===== src/rtl/mux_nx1_seq_if.sv =====
// Channel bank, selection control and registered result of mux_nx1_seq.
// The controller owns the master side; the mux owns the slave side.
interface mux_nx1_seq_if #(
  parameter int N    = 8,
  parameter int W    = 1,
  parameter int SELW = $clog2(N)
);
  logic [N*W-1:0]  in;
  logic [SELW-1:0] sel_in;
  logic            sel_load;
  logic            mode;
  logic            hold;
  logic [W-1:0]    out;
  logic [SELW-1:0] sel_out;
  logic            out_valid;
  logic            wrap;
  logic            err;

  modport master (
    output in, sel_in, sel_load, mode, hold,
    input  out, sel_out, out_valid, wrap, err
  );

  modport slave (
    input  in, sel_in, sel_load, mode, hold,
    output out, sel_out, out_valid, wrap, err
  );
endinterface


===== src/rtl/mux_nx1_seq.sv =====
// Registered N-to-1 mux with selection register and timed scan sequencer.
// Define MUX_SCAN_EN to build the scan sequencer; otherwise manual only.
module mux_nx1_seq #(
  parameter int N     = 8,
  parameter int W     = 1,
  parameter int SELW  = $clog2(N),
  parameter int DWELL = 4
) (
  input logic        clk,
  input logic        rst,
  mux_nx1_seq_if.slave bus
);

  localparam int CW = (DWELL > 1) ? $clog2(DWELL) : 1;
  localparam logic [SELW:0]   NLIM = (SELW+1)'(N);
  localparam logic [SELW-1:0] SMAX = SELW'(N - 1);

  logic [SELW-1:0] sel_q, sel_d;
  logic [W-1:0]    out_q, out_d;
  logic            vld_q;
  logic            wrap_q, wrap_d;
  logic            err_q, err_d;

  logic in_rng;
  logic ld_ok, ld_bad;
  logic frz, stp, man;

  assign in_rng = {1'b0, bus.sel_in} < NLIM;
  assign ld_ok  = bus.sel_load & in_rng;
  assign ld_bad = bus.sel_load & ~in_rng;

`ifdef MUX_SCAN_EN
  localparam logic [CW-1:0] LAST = CW'(DWELL - 1);

  logic [CW-1:0] cnt_q, cnt_d;

  assign frz = ~bus.sel_load & bus.mode & bus.hold;
  assign stp = ~bus.sel_load & bus.mode & ~bus.hold;
  assign man = ~bus.sel_load & ~bus.mode;
`else
  logic unused_scan;

  assign unused_scan = bus.mode ^ bus.hold;
  assign frz = 1'b0;
  assign stp = 1'b0;
  assign man = ~bus.sel_load;
`endif

  // The output always reflects the selection held before this edge.
  assign out_d = bus.in[int'(sel_q)*W +: W];

  always_ff @(posedge clk or posedge rst) begin
    if (rst) begin
      sel_q  <= '0;
      out_q  <= '0;
      vld_q  <= 1'b0;
      wrap_q <= 1'b0;
      err_q  <= 1'b0;
`ifdef MUX_SCAN_EN
      cnt_q  <= '0;
`endif
    end else begin
      sel_q  <= sel_d;
      out_q  <= out_d;
      vld_q  <= 1'b1;
      wrap_q <= wrap_d;
      err_q  <= err_d;
`ifdef MUX_SCAN_EN
      cnt_q  <= cnt_d;
`endif
    end
  end

  always_comb begin
    sel_d  = sel_q;
    wrap_d = 1'b0;
    err_d  = 1'b0;
`ifdef MUX_SCAN_EN
    cnt_d  = cnt_q;
`endif
    unique case (1'b1)
      ld_ok: begin
        sel_d = bus.sel_in;
`ifdef MUX_SCAN_EN
        cnt_d = '0;
`endif
      end
      ld_bad: err_d = 1'b1;
      frz: ;
      stp: begin
`ifdef MUX_SCAN_EN
        if (cnt_q != LAST) begin
          cnt_d = cnt_q + 1'b1;
        end else begin
          cnt_d = '0;
          if (sel_q == SMAX) begin
            sel_d  = '0;
            wrap_d = 1'b1;
          end else begin
            sel_d = sel_q + 1'b1;
          end
        end
`endif
      end
      man: begin
`ifdef MUX_SCAN_EN
        cnt_d = '0;
`endif
      end
      default: ;
    endcase
  end

  always_comb begin
    bus.out       = out_q;
    bus.sel_out   = sel_q;
    bus.out_valid = vld_q;
    bus.wrap      = wrap_q;
    bus.err       = err_q;
  end

endmodule

===== src/flat_wrapper.sv =====
// flat-port wrapper written by rule: the top's interface ports become plain ports
module mux_nx1_seq_flat 
#(
  parameter int N     = 8,
  parameter int W     = 1,
  parameter int SELW  = $clog2(N),
  parameter int DWELL = 4
)
  (clk, rst, bus_in, bus_sel_in, bus_sel_load, bus_mode, bus_hold, bus_out, bus_sel_out, bus_out_valid, bus_wrap, bus_err);
  mux_nx1_seq_if #(.N(N), .W(W), .SELW(SELW)) bus_i ();
  input logic clk;
  input logic rst;
  input wire logic [$bits(bus_i.in)-1:0] bus_in;
  input wire logic [$bits(bus_i.sel_in)-1:0] bus_sel_in;
  input wire logic [$bits(bus_i.sel_load)-1:0] bus_sel_load;
  input wire logic [$bits(bus_i.mode)-1:0] bus_mode;
  input wire logic [$bits(bus_i.hold)-1:0] bus_hold;
  output wire logic [$bits(bus_i.out)-1:0] bus_out;
  output wire logic [$bits(bus_i.sel_out)-1:0] bus_sel_out;
  output wire logic [$bits(bus_i.out_valid)-1:0] bus_out_valid;
  output wire logic [$bits(bus_i.wrap)-1:0] bus_wrap;
  output wire logic [$bits(bus_i.err)-1:0] bus_err;
  assign bus_i.in = bus_in;
  assign bus_i.sel_in = bus_sel_in;
  assign bus_i.sel_load = bus_sel_load;
  assign bus_i.mode = bus_mode;
  assign bus_i.hold = bus_hold;
  assign bus_out = bus_i.out;
  assign bus_sel_out = bus_i.sel_out;
  assign bus_out_valid = bus_i.out_valid;
  assign bus_wrap = bus_i.wrap;
  assign bus_err = bus_i.err;
  mux_nx1_seq #(.N(N), .W(W), .SELW(SELW), .DWELL(DWELL)) u_core (.clk(clk), .rst(rst), .bus(bus_i));
endmodule

===== config.mk =====
export PLATFORM = sky130hd
export DESIGN_NAME = mux_nx1_seq_flat
export DESIGN_NICKNAME = d
export VERILOG_FILES = /design/src/rtl/mux_nx1_seq_if.sv /design/src/rtl/mux_nx1_seq.sv /design/src/flat_wrapper.sv
export SDC_FILE = /design/constraint.sdc
export NUM_CORES = 1
export LEC_CHECK = 0
export ABC_CLOCK_PERIOD_IN_PS = 2200
export BUFFER_PORTS_ARGS = -buffer_cell sky130_fd_sc_hd__clkbuf_2
export CAP_MARGIN = 20
export CORE_AREA = 2 2 39 41
export CTS_BUF_LIST = sky130_fd_sc_hd__clkbuf_4 sky130_fd_sc_hd__clkbuf_8 sky130_fd_sc_hd__clkbuf_16
export CTS_CLUSTER_SIZE = 24
export DETAILED_ROUTE_END_ITERATION = 6
export DIE_AREA = 0 0 41 43
export PLACE_DENSITY = 0.45
export SYNTH_ARGS = -nofsm -noshare
export SYNTH_HDL_FRONTEND = slang
export SYNTH_SLANG_ARGS = --single-unit

===== constraint.sdc =====
create_clock -name clk -period 2.2 [get_ports clk]
set_input_delay 0.44 -clock clk [delete_from_list [all_inputs] [get_ports clk]]
set_output_delay 0.44 -clock clk [all_outputs]
set_load 0.05 [all_outputs]

**Word-level counts from Yosys, hierarchy flattened**

Index checks and enable logic that the tools add are counted.

- Register bits after elaboration: 5
- Bits of input ports: 16
- Output and inout bits: 7
- Logic and storage cells: 4

- Shifts and indexed selects: 1

Operators with widths:

| cell | number |
|---|---|
| $shiftx 8x4->1 | 1 |

**Longest topological paths before layout**

- Depth in word-level cells: 1
- Depth in mapped cells: 2
- Depth with buffers taken out: 2

**Worst setup path before layout**

OpenSTA, ideal clock, no wires.

- Path kind: register -> register
- Start: register u_core.sel_q[0] (netlist: u_core.bus.sel_out[0])
- End: register u_core.out_q (netlist: u_core.bus.out)
- Data arrival time: 1.507 ns
- Setup slack: 0.569 ns
- Cell stages (with the launch flop): 3
- Buffers on the path: 0
- Period minus slack after synthesis: 1.631 ns
- Path through: dfrtp_1 -> mux4_1 -> mux2_2

- Cells in the longest elaborated chain, start to end: 1

Ends and longest elaborated chain:

| element | RTL line | source |
|---|---|---|
| start: declaration | mux_nx1_seq.sv:18 | `logic [SELW-1:0] sel_q, sel_d;` |
| start signal: assignment | mux_nx1_seq.sv:63 | `sel_q <= sel_d;` |
| $shiftx 8x4->1 | mux_nx1_seq.sv:50 | `assign out_d = bus.in[int'(sel_q)*W +: W];` |
| via u_core.out_d | mux_nx1_seq.sv:19 | `logic [W-1:0] out_q, out_d;` |
| end signal: assignment | mux_nx1_seq.sv:64 | `out_q <= out_d;` |
| end: declaration | mux_nx1_seq.sv:19 |  |

The timed path passes the listed nets, and every way through them passes these cells.
A chain may end at the register's enable or synchronous reset.

**Worst setup path after layout**

- Start: register u_core.sel_q[0] (netlist: u_core.bus.sel_out[0])
- End: output port bus_sel_out[0]

RTL lines:

| element | RTL line | source |
|---|---|---|
| end: declaration | flat_wrapper.sv:19 | `output wire logic [$bits(bus_i.sel_out)-1:0] bus_sel_out;` |

No word-level cell between the ends.

==> impl_metrics.env <==
export IMPL_endpoint_kind="primary output"
export IMPL_p_clk_frac=0.372
export IMPL_cp_data_arrival_time_ps=940
export IMPL_grt_busiest_layer="met2"
export IMPL_rows=14
export IMPL_synth_ff_type="dfrtp_1"
export IMPL_core_sq_um=1384
export IMPL_track_usage=0.06458
export IMPL_fmax_ghz=0.7228
export IMPL_synth_top_family_by_area="multiplexers"
export IMPL_syn_avg_cell_area_sq_um=15.56
export IMPL_status="completed"
export IMPL_r2r_end="u_core.bus.out"
export IMPL_num_io_pins=23
export IMPL_critical_path_depth=1
export IMPL_fin_util=0.2731
export IMPL_dp_cells=49
export IMPL_cts_repair_resized=0
export IMPL_ys_warn_count=0
export IMPL_crit_type="reg2out"
export IMPL_maxCapViolations=0
export IMPL_antenna_cells=0
export IMPL_syn_to_final_growth_pct=51.76
export IMPL_seqPwrFrac=0.353
export IMPL_critPathMaxStageDelay_ps=400
export IMPL_fin_crit_sh=0.6289
export IMPL_grt_max_degree=6
export IMPL_skew_ps=1.399
export IMPL_gp_congestion=0.5525
export IMPL_start_util=0.1799
export IMPL_synth_area_mux_share=0.3920
export IMPL_worst_hold_path_type="in2async"
export IMPL_crit_chain="clkbuf_2"
export IMPL_rrSetupSlack_ps=840
export IMPL_antenna_found_initial=0
export IMPL_synth_area_leader_cell="dfrtp_1"
export IMPL_synth_enable_flop_cells=0
export IMPL_overflow=0
export IMPL_synth_common_cells="5 x dfrtp_1, 3 x mux2_1, 2 x buf_4, 2 x conb_1, 2 x mux4_1"
export IMPL_netSwitchingFraction=0.3179
export IMPL_cpMaxStageDelayCell="dfrtp_1"
export IMPL_globalRouteMet3Util=0.06283
export IMPL_cp_endpoint="bus_sel_out[0]"
export IMPL_critPathBufInv=1
export IMPL_reg2regPathDepth=2
export IMPL_cts_root_buf="clkbuf_4"
export IMPL_worst_path_dominant_cell_family="flip-flops"
export IMPL_fin_cells=53
export IMPL_nets=54
export IMPL_num_vias=208
export IMPL_ctsHoldBuffers=0
export IMPL_portBuffers=18
export IMPL_drt_initial_drc_count=6
export IMPL_wire_per_inst_microns=9.321
export IMPL_via_per_inst=3.925
export IMPL_drt_pass1_iterations=2
export IMPL_async_flop_share=1.000
export IMPL_setup_tns_final_ps=0
export IMPL_netlist_area_sq_um=249.0
export IMPL_synth_simple_area_share=0
export IMPL_rsz0062_at_grt="no"
export IMPL_first_global_vias=197
export IMPL_slew_violations=0
export IMPL_cts_tree="done"
export IMPL_drive_gt1_frac=0.6216
export IMPL_synth_top_area_frac=0.5025
export IMPL_synth_fa_ha_area_frac=0
export IMPL_dieWidth_microns=41
export IMPL_met1_usage=0.05556
export IMPL_die_area_sq_um=1763
export IMPL_fill_cells=158
export IMPL_setup_viol=0
export IMPL_path_max_fanout=4
export IMPL_ys_seq_area_frac=0.5025
export IMPL_path_clk_slew_ps=40
export IMPL_synth_compound_area_share=0
export IMPL_h_tree_depth=1
export IMPL_ys_ff_latch=5
export IMPL_cts_num_sinks=5
export IMPL_p_per_area_nw_per_um2=823.5
export IMPL_cp_startpoint="u_core.bus.sel_out[0]"
export IMPL_p_sw_mw=0.09893
export IMPL_hold_viol=0
export IMPL_combPwrFrac=0.275
export IMPL_cts_made_buffers=3
export IMPL_worstReg2RegStart="u_core.bus.sel_out[0]"
export IMPL_synth_xor_area_frac=0
export IMPL_startpoint_type="flop"
export IMPL_grt_pass1_wl_microns=717
export IMPL_dp_hpwl_microns=449.4
export IMPL_syn_inst=16
export IMPL_critical_path_required_ps=1760
export IMPL_clk_path_buf_depth=2
export IMPL_drc_errors=0
export IMPL_yosysMostFrequentCell="dfrtp_1"
export IMPL_power_leakage_nw=0.2036
export IMPL_peakVddDrop_uv=358.0
export IMPL_use_met2=0.1000
export IMPL_finalCriticalPeriod_ps=1384
export IMPL_ant_nets=0
export IMPL_clk_latency_ps=240
export IMPL_totalWireLength_microns=494
export IMPL_p_int_mw=0.2123
export IMPL_ys_types=7
export IMPL_die_height_microns=43
export IMPL_synth_area_leaders="dfrtp_1 50%, mux4_1 21%, mux2_1 14%"
export IMPL_post_cts_setup_buffer_count=0
## kinds of logic after synthesis
group / Yosys count
multiplexers: 6
buffers and inverters: 3
flip-flops: 5
other: 2
## through the flow
step                      total power, mW  instance area, sq um  hold slack [ps]  setup WS [ps]
after floorplan                    0.1749                 252.7            218.5          568.7
after global placement             0.1966                 347.8            321.6          795.8
after detailed placement           0.1981                 347.8            329.9          791.9
after CTS                          0.3185                 377.9            71.20          798.4
after global routing               0.3290                 377.9            93.32          775.2
final                              0.3112                 377.9            69.02          816.4
## flip-flops by register name, indices dropped and copies added (netlist names)
register,cells
u_core.bus.out_valid,1
u_core.bus.out,1
u_core.bus.sel_out,3
## final cells by class
class / instances / area (sq um) / area share
Inverter: 1 / 3.754 / 0.009934
Tap cell: 16 / 20.02 / 0.05298
Sequential cell: 5 / 125.1 / 0.3311
Multi-Input combinational cell: 9 / 108.9 / 0.2881
Clock buffer: 4 / 30.03 / 0.07947
Timing Repair Buffer: 18 / 90.09 / 0.2384
## worst min path at each step
| stage | end | slack, ps |
|---|---|---|
| 2_1_floorplan | u_core.bus.out | 220 |
| 3_3_place_gp | u_core.bus.out_valid | 320 |
| 3_5_place_dp | u_core.bus.out_valid | 330 |
| 4_1_cts | u_core.bus.out_valid | 70 |
| 5_1_grt | u_core.bus.out | 90 |
| 6_report | u_core.bus.out_valid | 70 |
## power by group through the flow
| stage | registers, mW | clock network [mW] | logic [mW] |
|---|---|---|---|
| final | 0.110 | 0.116 | 0.0857 |
| after global routing | 0.111 | 0.127 | 0.0913 |
| after global placement | 0.110 | 0 | 0.0862 |
| after CTS | 0.110 | 0.122 | 0.0867 |
| after detailed placement | 0.111 | 0 | 0.0867 |
| after floorplan | 0.147 | 0 | 0.0284 |
## metal layers
layer	vias up	wire length (microns)
met4	0	0
li1	95	-
met5	-	0
met2	16	226
met1	97	185
met3	0	82
## cells in the final DEF (no fill, tap or decap)
| master | n |
|---|---|
| clkbuf_2 | 18 |
| dfrtp_1 | 5 |
| clkbuf_4 | 4 |
| mux2_1 | 3 |
| conb_1 | 3 |
| mux4_1 | 2 |
| mux2_2 | 1 |
| inv_1 | 1 |
No activity file was read; power rests on OpenSTA's default activity.
